[src/rtl/lvmb_adc_emu_pkg.sv]
// Shared definitions for the LVMB MAX1271-style ADC responder emulation.
// Covers the FSM state encoding and the control-byte field positions.
package lvmb_adc_emu_pkg;

  typedef enum logic [2:0] {
    ST_IDLE,
    ST_WAIT_START,
    ST_CTRL,
    ST_CONV,
    ST_SHIFT
  } adc_state_e;

  // Control byte layout: [7] START, [6:4] SEL, [3] RNG, [2] BIP, [1:0] PD
  localparam int CTRL_BITS    = 8;
  localparam int CTRL_SEL_MSB = 6;
  localparam int CTRL_SEL_LSB = 4;

endpackage

[src/rtl/lvmb_adc_emu_sclk_sync.sv]
// Synchronises the asynchronous ADC link pins into the clk domain.
// Also generates single-clk rise/fall pulses for the serial clock.
module lvmb_adc_emu_sclk_sync #(
  parameter int SYNC_STAGES = 2
) (
  input  logic clk,
  input  logic rst_n,
  input  logic i_ce,
  input  logic i_sclk,
  input  logic i_sdi,
  output logic o_ce,
  output logic o_sdi,
  output logic o_sclk_rise,
  output logic o_sclk_fall
);

  logic [SYNC_STAGES-1:0] r_ce_sync;
  logic [SYNC_STAGES-1:0] r_sclk_sync;
  logic [SYNC_STAGES-1:0] r_sdi_sync;
  logic                   r_sclk_prev;
  logic                   w_sclk;

  // ce resets high so a link held in reset looks deselected
  always_ff @(posedge clk or negedge rst_n) begin
    if (!rst_n) begin
      r_ce_sync   <= '1;
      r_sclk_sync <= '0;
      r_sdi_sync  <= '0;
      r_sclk_prev <= 1'b0;
    end else begin
      r_ce_sync   <= {r_ce_sync[SYNC_STAGES-2:0], i_ce};
      r_sclk_sync <= {r_sclk_sync[SYNC_STAGES-2:0], i_sclk};
      r_sdi_sync  <= {r_sdi_sync[SYNC_STAGES-2:0], i_sdi};
      r_sclk_prev <= r_sclk_sync[SYNC_STAGES-1];
    end
  end

  assign w_sclk      = r_sclk_sync[SYNC_STAGES-1];
  assign o_ce        = r_ce_sync[SYNC_STAGES-1];
  assign o_sdi       = r_sdi_sync[SYNC_STAGES-1];
  assign o_sclk_rise = w_sclk & ~r_sclk_prev;
  assign o_sclk_fall = ~w_sclk & r_sclk_prev;

endmodule

[src/rtl/lvmb_adc_emu.sv]
// Responder end of one LVMB serial ADC link: decodes the control byte and
// streams the selected channel's snapshotted value back MSB first.
module lvmb_adc_emu
  import lvmb_adc_emu_pkg::*;
#(
  parameter int NCH         = 8,
  parameter int DATA_W      = 12,
  parameter int CONV_SCLKS  = 1,
  parameter int SYNC_STAGES = 2
) (
  input  logic                  clk,
  input  logic                  rst_n,
  input  logic                  adc_ce,
  input  logic                  adc_sclk,
  input  logic                  adc_sdi,
  input  logic [NCH*DATA_W-1:0] ch_data,
  output logic                  adc_sdo,
  output logic [7:0]            ctrl_byte,
  output logic                  ctrl_valid,
  output logic                  busy
);

  localparam int DCNT_W = $clog2(DATA_W + 1);
  localparam int CCNT_W = (CONV_SCLKS > 1) ? $clog2(CONV_SCLKS + 1) : 1;

  logic              w_ce;
  logic              w_sdi;
  logic              w_rise;
  logic              w_fall;
  logic [7:0]        w_byte;
  logic [DATA_W-1:0] w_sel_data;

  adc_state_e        r_state, w_state_n;
  logic [3:0]        r_bit_cnt, w_bit_cnt_n;
  logic [6:0]        r_shreg, w_shreg_n;
  logic [DATA_W-1:0] r_out_reg, w_out_reg_n;
  logic [CCNT_W-1:0] r_conv_cnt, w_conv_cnt_n;
  logic [DCNT_W-1:0] r_data_cnt, w_data_cnt_n;
  logic              r_sdo, w_sdo_n;
  logic [7:0]        r_ctrl_byte, w_ctrl_byte_n;
  logic              r_ctrl_valid, w_ctrl_valid_n;

  lvmb_adc_emu_sclk_sync #(
    .SYNC_STAGES(SYNC_STAGES)
  ) u_sync (
    .clk        (clk),
    .rst_n      (rst_n),
    .i_ce       (adc_ce),
    .i_sclk     (adc_sclk),
    .i_sdi      (adc_sdi),
    .o_ce       (w_ce),
    .o_sdi      (w_sdi),
    .o_sclk_rise(w_rise),
    .o_sclk_fall(w_fall)
  );

  // Byte as it stands once the current sdi bit is shifted in
  assign w_byte = {r_shreg, w_sdi};

  always_comb begin
    w_sel_data = '0;
    for (int n = 0; n < NCH; n++) begin
      if (int'(w_byte[CTRL_SEL_MSB:CTRL_SEL_LSB]) == n) begin
        w_sel_data = ch_data[n*DATA_W +: DATA_W];
      end
    end
  end

  always_comb begin
    w_state_n      = r_state;
    w_bit_cnt_n    = r_bit_cnt;
    w_shreg_n      = r_shreg;
    w_out_reg_n    = r_out_reg;
    w_conv_cnt_n   = r_conv_cnt;
    w_data_cnt_n   = r_data_cnt;
    w_sdo_n        = r_sdo;
    w_ctrl_byte_n  = r_ctrl_byte;
    w_ctrl_valid_n = 1'b0;

    // Deselect overrides any serial clock edge seen in the same cycle
    if (w_ce) begin
      w_state_n = ST_IDLE;
      w_sdo_n   = 1'b0;
    end else begin
      case (r_state)
        ST_IDLE: begin
          w_state_n = ST_WAIT_START;
          w_sdo_n   = 1'b0;
        end
        ST_WAIT_START: begin
          if (w_rise && w_sdi) begin
            w_state_n   = ST_CTRL;
            w_bit_cnt_n = 4'd1;
            w_shreg_n   = 7'h01;
          end
        end
        ST_CTRL: begin
          if (w_rise) begin
            w_shreg_n   = w_byte[6:0];
            w_bit_cnt_n = r_bit_cnt + 4'd1;
            if (r_bit_cnt == 4'(CTRL_BITS - 1)) begin
              w_ctrl_byte_n  = w_byte;
              w_ctrl_valid_n = 1'b1;
              w_out_reg_n    = w_sel_data;
              w_conv_cnt_n   = '0;
              w_state_n      = ST_CONV;
            end
          end
        end
        ST_CONV: begin
          if (w_rise) begin
            if (r_conv_cnt == CCNT_W'(CONV_SCLKS - 1)) begin
              w_state_n    = ST_SHIFT;
              w_data_cnt_n = '0;
            end else begin
              w_conv_cnt_n = r_conv_cnt + 1'b1;
            end
          end
        end
        ST_SHIFT: begin
          if (w_fall) begin
            w_sdo_n     = r_out_reg[DATA_W-1];
            w_out_reg_n = {r_out_reg[DATA_W-2:0], 1'b0};
            if (r_data_cnt != DCNT_W'(DATA_W)) begin
              w_data_cnt_n = r_data_cnt + 1'b1;
            end
          end else if (w_rise && w_sdi && (r_data_cnt == DCNT_W'(DATA_W))) begin
            w_state_n   = ST_CTRL;
            w_bit_cnt_n = 4'd1;
            w_shreg_n   = 7'h01;
            w_sdo_n     = 1'b0;
          end
        end
        default: begin
          w_state_n = ST_IDLE;
          w_sdo_n   = 1'b0;
        end
      endcase
    end
  end

  always_ff @(posedge clk or negedge rst_n) begin
    if (!rst_n) begin
      r_state      <= ST_IDLE;
      r_bit_cnt    <= '0;
      r_shreg      <= '0;
      r_out_reg    <= '0;
      r_conv_cnt   <= '0;
      r_data_cnt   <= '0;
      r_sdo        <= 1'b0;
      r_ctrl_byte  <= 8'h00;
      r_ctrl_valid <= 1'b0;
    end else begin
      r_state      <= w_state_n;
      r_bit_cnt    <= w_bit_cnt_n;
      r_shreg      <= w_shreg_n;
      r_out_reg    <= w_out_reg_n;
      r_conv_cnt   <= w_conv_cnt_n;
      r_data_cnt   <= w_data_cnt_n;
      r_sdo        <= w_sdo_n;
      r_ctrl_byte  <= w_ctrl_byte_n;
      r_ctrl_valid <= w_ctrl_valid_n;
    end
  end

  assign adc_sdo    = r_sdo;
  assign ctrl_byte  = r_ctrl_byte;
  assign ctrl_valid = r_ctrl_valid;
  assign busy       = (r_state == ST_CTRL) || (r_state == ST_CONV) || (r_state == ST_SHIFT);

endmodule

[config.mk]
export PLATFORM = sky130hd
export DESIGN_NAME = lvmb_adc_emu
export DESIGN_NICKNAME = d
export VERILOG_FILES = /design/src/rtl/lvmb_adc_emu_pkg.sv /design/src/rtl/lvmb_adc_emu_sclk_sync.sv /design/src/rtl/lvmb_adc_emu.sv
export SDC_FILE = /design/constraint.sdc
export NUM_CORES = 1
export LEC_CHECK = 0
export CORE_AREA = 2 2 94 74
export DETAILED_ROUTE_END_ITERATION = 8
export DIE_AREA = 0 0 96 76
export PLACE_DENSITY = 0.85
export SETUP_SLACK_MARGIN = 0.5
export SLEW_MARGIN = 15
export SYNTH_ARGS = -nofsm -noshare
export SYNTH_HDL_FRONTEND = slang
export SYNTH_SLANG_ARGS = --single-unit
[constraint.sdc]
create_clock -name clk -period 5.01 [get_ports clk]
set_input_delay 1.503 -clock clk [delete_from_list [all_inputs] [get_ports clk]]
set_output_delay 1.503 -clock clk [all_outputs]
set_load 0.05 [all_outputs]
==> metrics.yaml <==
outcome: "finished, final reports clean"
holdBufCountCts: 0
core_area_sq_mm: 0.00647
internal_power_mw: 0.637
max_cap_violations: 0
path_max_fanout: 11
synth_nets: 383
antenna_found_initial: 0
synth_edf_count: 0
tritoncts: "built"
finalHoldViolCount: 0
period_needed_ns: 3.73
synthCells: 279
grtUsageTotal_pct: 21.5
seq_area_sq_mm: 0.00118
wl_mm: 7.79
clock_latency_ns: 0.30
num-fill-cells: 519
seq_area_frac_synth_pct: 38.8
maxSlewViolCount: 0
critPathRequiredTime_ns: 3.51
drtIter0Drc: 96
dieWidth_microns: 96
largest_register_ffs: 12
diodes: 0
async_flop_share_pct: 100
viasPerCell: 5.55
peakVddDrop_v: 0.000193
worst_pin_slew_ns: 1.00
crit_slowest_cell: "clkdlybuf4s50_1"
grt_pass1_wl_mm: 12.5
switchingPower_mw: 0.175
rows: 26
synth-warning-count: 0
arrival_ns: 2.23
grt_pass1_vias: 2663
comb_power_share_pct: 17.4
final_net_count: 478
cts_sinks: 47
multi_input_area_sq_mm: 0.00170
hp-class: "reg -> reg"
whs_ns: 0.356
start_util_pct: 46.9
pwr-share-clk_pct: 33.5
switching_share_pct: 21.5
postSynthAreaPerCell_sq_um: 10.9
clk_pin_slew_worst_paths_ns: 0.08
tns_ns: 0
setup_viol: 0
first_pass_iters: 4
grt_start_max_net_pins: 51
synth-seq-cells: 47
slew_headroom_pct: 33.1
vias: 2549
rsz0062_at_grt: "no"
clockBufferDepth: 2
drc: 0
rr_startpoint: "r_state[0]"
drive_above_1_share_pct: 17.1
seqPwrFrac_pct: 49.1
cts-htree-levels: 2
start_kind: "register"
fin_ws_ns: 1.28
die_y_microns: 76
syn_area_sq_mm: 0.00304
die_area_sq_mm: 0.00730
io_pins: 112
port_buffers: 111
gp_congestion: 0.929
crit_path_cell_trace: "or3b_2, nand2_1, clkdlybuf4s50_1"
cts_made_buffers: 5
postCtsSetupRepairBufs: 0
dp_hpwl_mm: 5.87
synth_ff_type: "dfrtp_1"
end_kind: "output pin"
wl_per_cell_microns: 17.0
post_cts_resized: 0
p_total_mw: 0.812
finalCritPeriodShare_pct: 74.5
clock.fmax_ghz: 0.268
area_delta_synth_final_pct: 39.5
cp_top_family: "buffers and inverters"
power-per-cell-area_mw_per_mm2: 192
critPathMaxStageDelay_ns: 0.79
synth_cell_types: 46
root_buffer: "clkbuf_8"
cp-startpoint: "r_state[0]"
hp-start: "u_sync.r_sclk_sync[0]"
p_leak_nw: 1.70
fin_skew_ns: 0.00940
pre_cts_ws_ns: 1.60
critPathBufInv: 1
overflow: 0
crit_type: "reg -> out"
final_antenna_net_count: 0
-- power groups by stage --
stage,registers [mW],logic [mW],clock network [mW]
floorplan,0.399,0.0556,0
global placement,0.405,0.139,0
detailed placement,0.406,0.142,0
CTS,0.399,0.143,0.274
global route,0.401,0.154,0.288
finish,0.399,0.142,0.272
-- area by class of cell --
| cell class | count | share of cell area (%) |
|---|---|---|
| multi-input cells | 199 | 40.1 |
| clock inverters | 2 | 0.886 |
| inverters | 10 | 0.886 |
| clock buffers | 6 | 1.71 |
| well taps | 84 | 2.48 |
| flip-flops and latches | 47 | 27.8 |
| repair buffers | 111 | 26.1 |
-- path summary, 6_finish.rpt --
kind / end / slack [ns] / cells after the start
worst max-delay path: busy / 1.28 / 3
worst min-delay path: u_sync.r_sclk_sync[1] / 0.36 / 0
worst max register to register: r_out_reg[0] / 2.39 / 4
worst min register to register: u_sync.r_sclk_sync[1] / 0.36 / 0
max in group asynchronous: r_shreg[4] / 2.97 / 1
min in group asynchronous: ctrl_byte[4] / 1.36 / 1
-- worst reg2reg max path, stage by stage (launching register included) --
cell     delay, ns
dfrtp_1       0.49
or3b_1        0.58
or3_1         0.40
a21oi_1       0.79
o32ai_1       0.20
-- synth_stat cells (2+ instances only) --
master	instances	area, sq um
dfrtp_1	45	1130
mux2_2	37	417
nand2_1	16	60.1
nor2b_1	13	81.3
clkbuf_1	12	45.0
mux4_2	12	270
o21ai_0	12	60.1
and2_1	11	68.8
nor2_1	11	41.3
inv_1	10	37.5
mux2i_1	10	100
o21a_1	10	75.1
o32a_1	10	100
a21oi_1	6	30.0
nor3_1	5	25.0
and3_1	4	25.0
buf_6	4	45.0
nand3_1	4	20.0
nand3b_1	4	30.0
buf_1	3	11.3
buf_2	3	15.0
ha_1	3	37.5
nand2b_1	3	18.8
nor4_1	3	18.8
a211o_1	2	17.5
dfstp_2	2	52.6
nor3b_1	2	15.0
o32ai_1	2	17.5
or3_1	2	12.5
or3b_2	2	17.5
-- cell families (layout without fill, tap and decap cells) --
group / Yosys count / count (layout) / synth area share (%)
and+or+nand+nor: 88 / 88 / 16.7
adders and majority gates: 3 / 3 / 1.24
buffers and inverters: 33 / 129 / 5.31
DFF: 47 / 47 / 38.8
xor gates and xnor gates: 1 / 1 / 0.288
muxes: 60 / 60 / 26.3
AOI/OAI and AO/OA: 47 / 47 / 11.4
-- metal layers --
| layer | routed length, microns | GRT usage, % |
|---|---|---|
| met5 | 0 | 0 |
| met3 | 730 | 5.34 |
| met4 | 48 | 4.29 |
| met2 | 3860 | 38.1 |
| met1 | 3150 | 26.4 |
-- cells in the final DEF, fill, tap and decap left out, types with 6 or more instances in the layout --
| cell | instances |
|---|---|
| and2_1 | 11 |
| clkdlybuf4s50_1 | 110 |
| o32a_1 | 10 |
| nand2_1 | 16 |
| nor2_1 | 11 |
| dfrtp_1 | 44 |
| a21oi_1 | 6 |
| mux2_2 | 37 |
| mux4_2 | 12 |
| o21ai_0 | 12 |
| inv_1 | 10 |
| o21a_1 | 10 |
| mux2i_1 | 10 |
| nor2b_1 | 13 |
-- stage by stage --
stage	util (%)	instance area, sq um	std cells
floorplan	-	3040	279
global placement	63.7	4130	451
detailed placement	63.7	4130	451
CTS	65.4	4240	459
global route	65.4	4240	459
finish	65.4	4240	459
(Power assumes the default switching activity.)
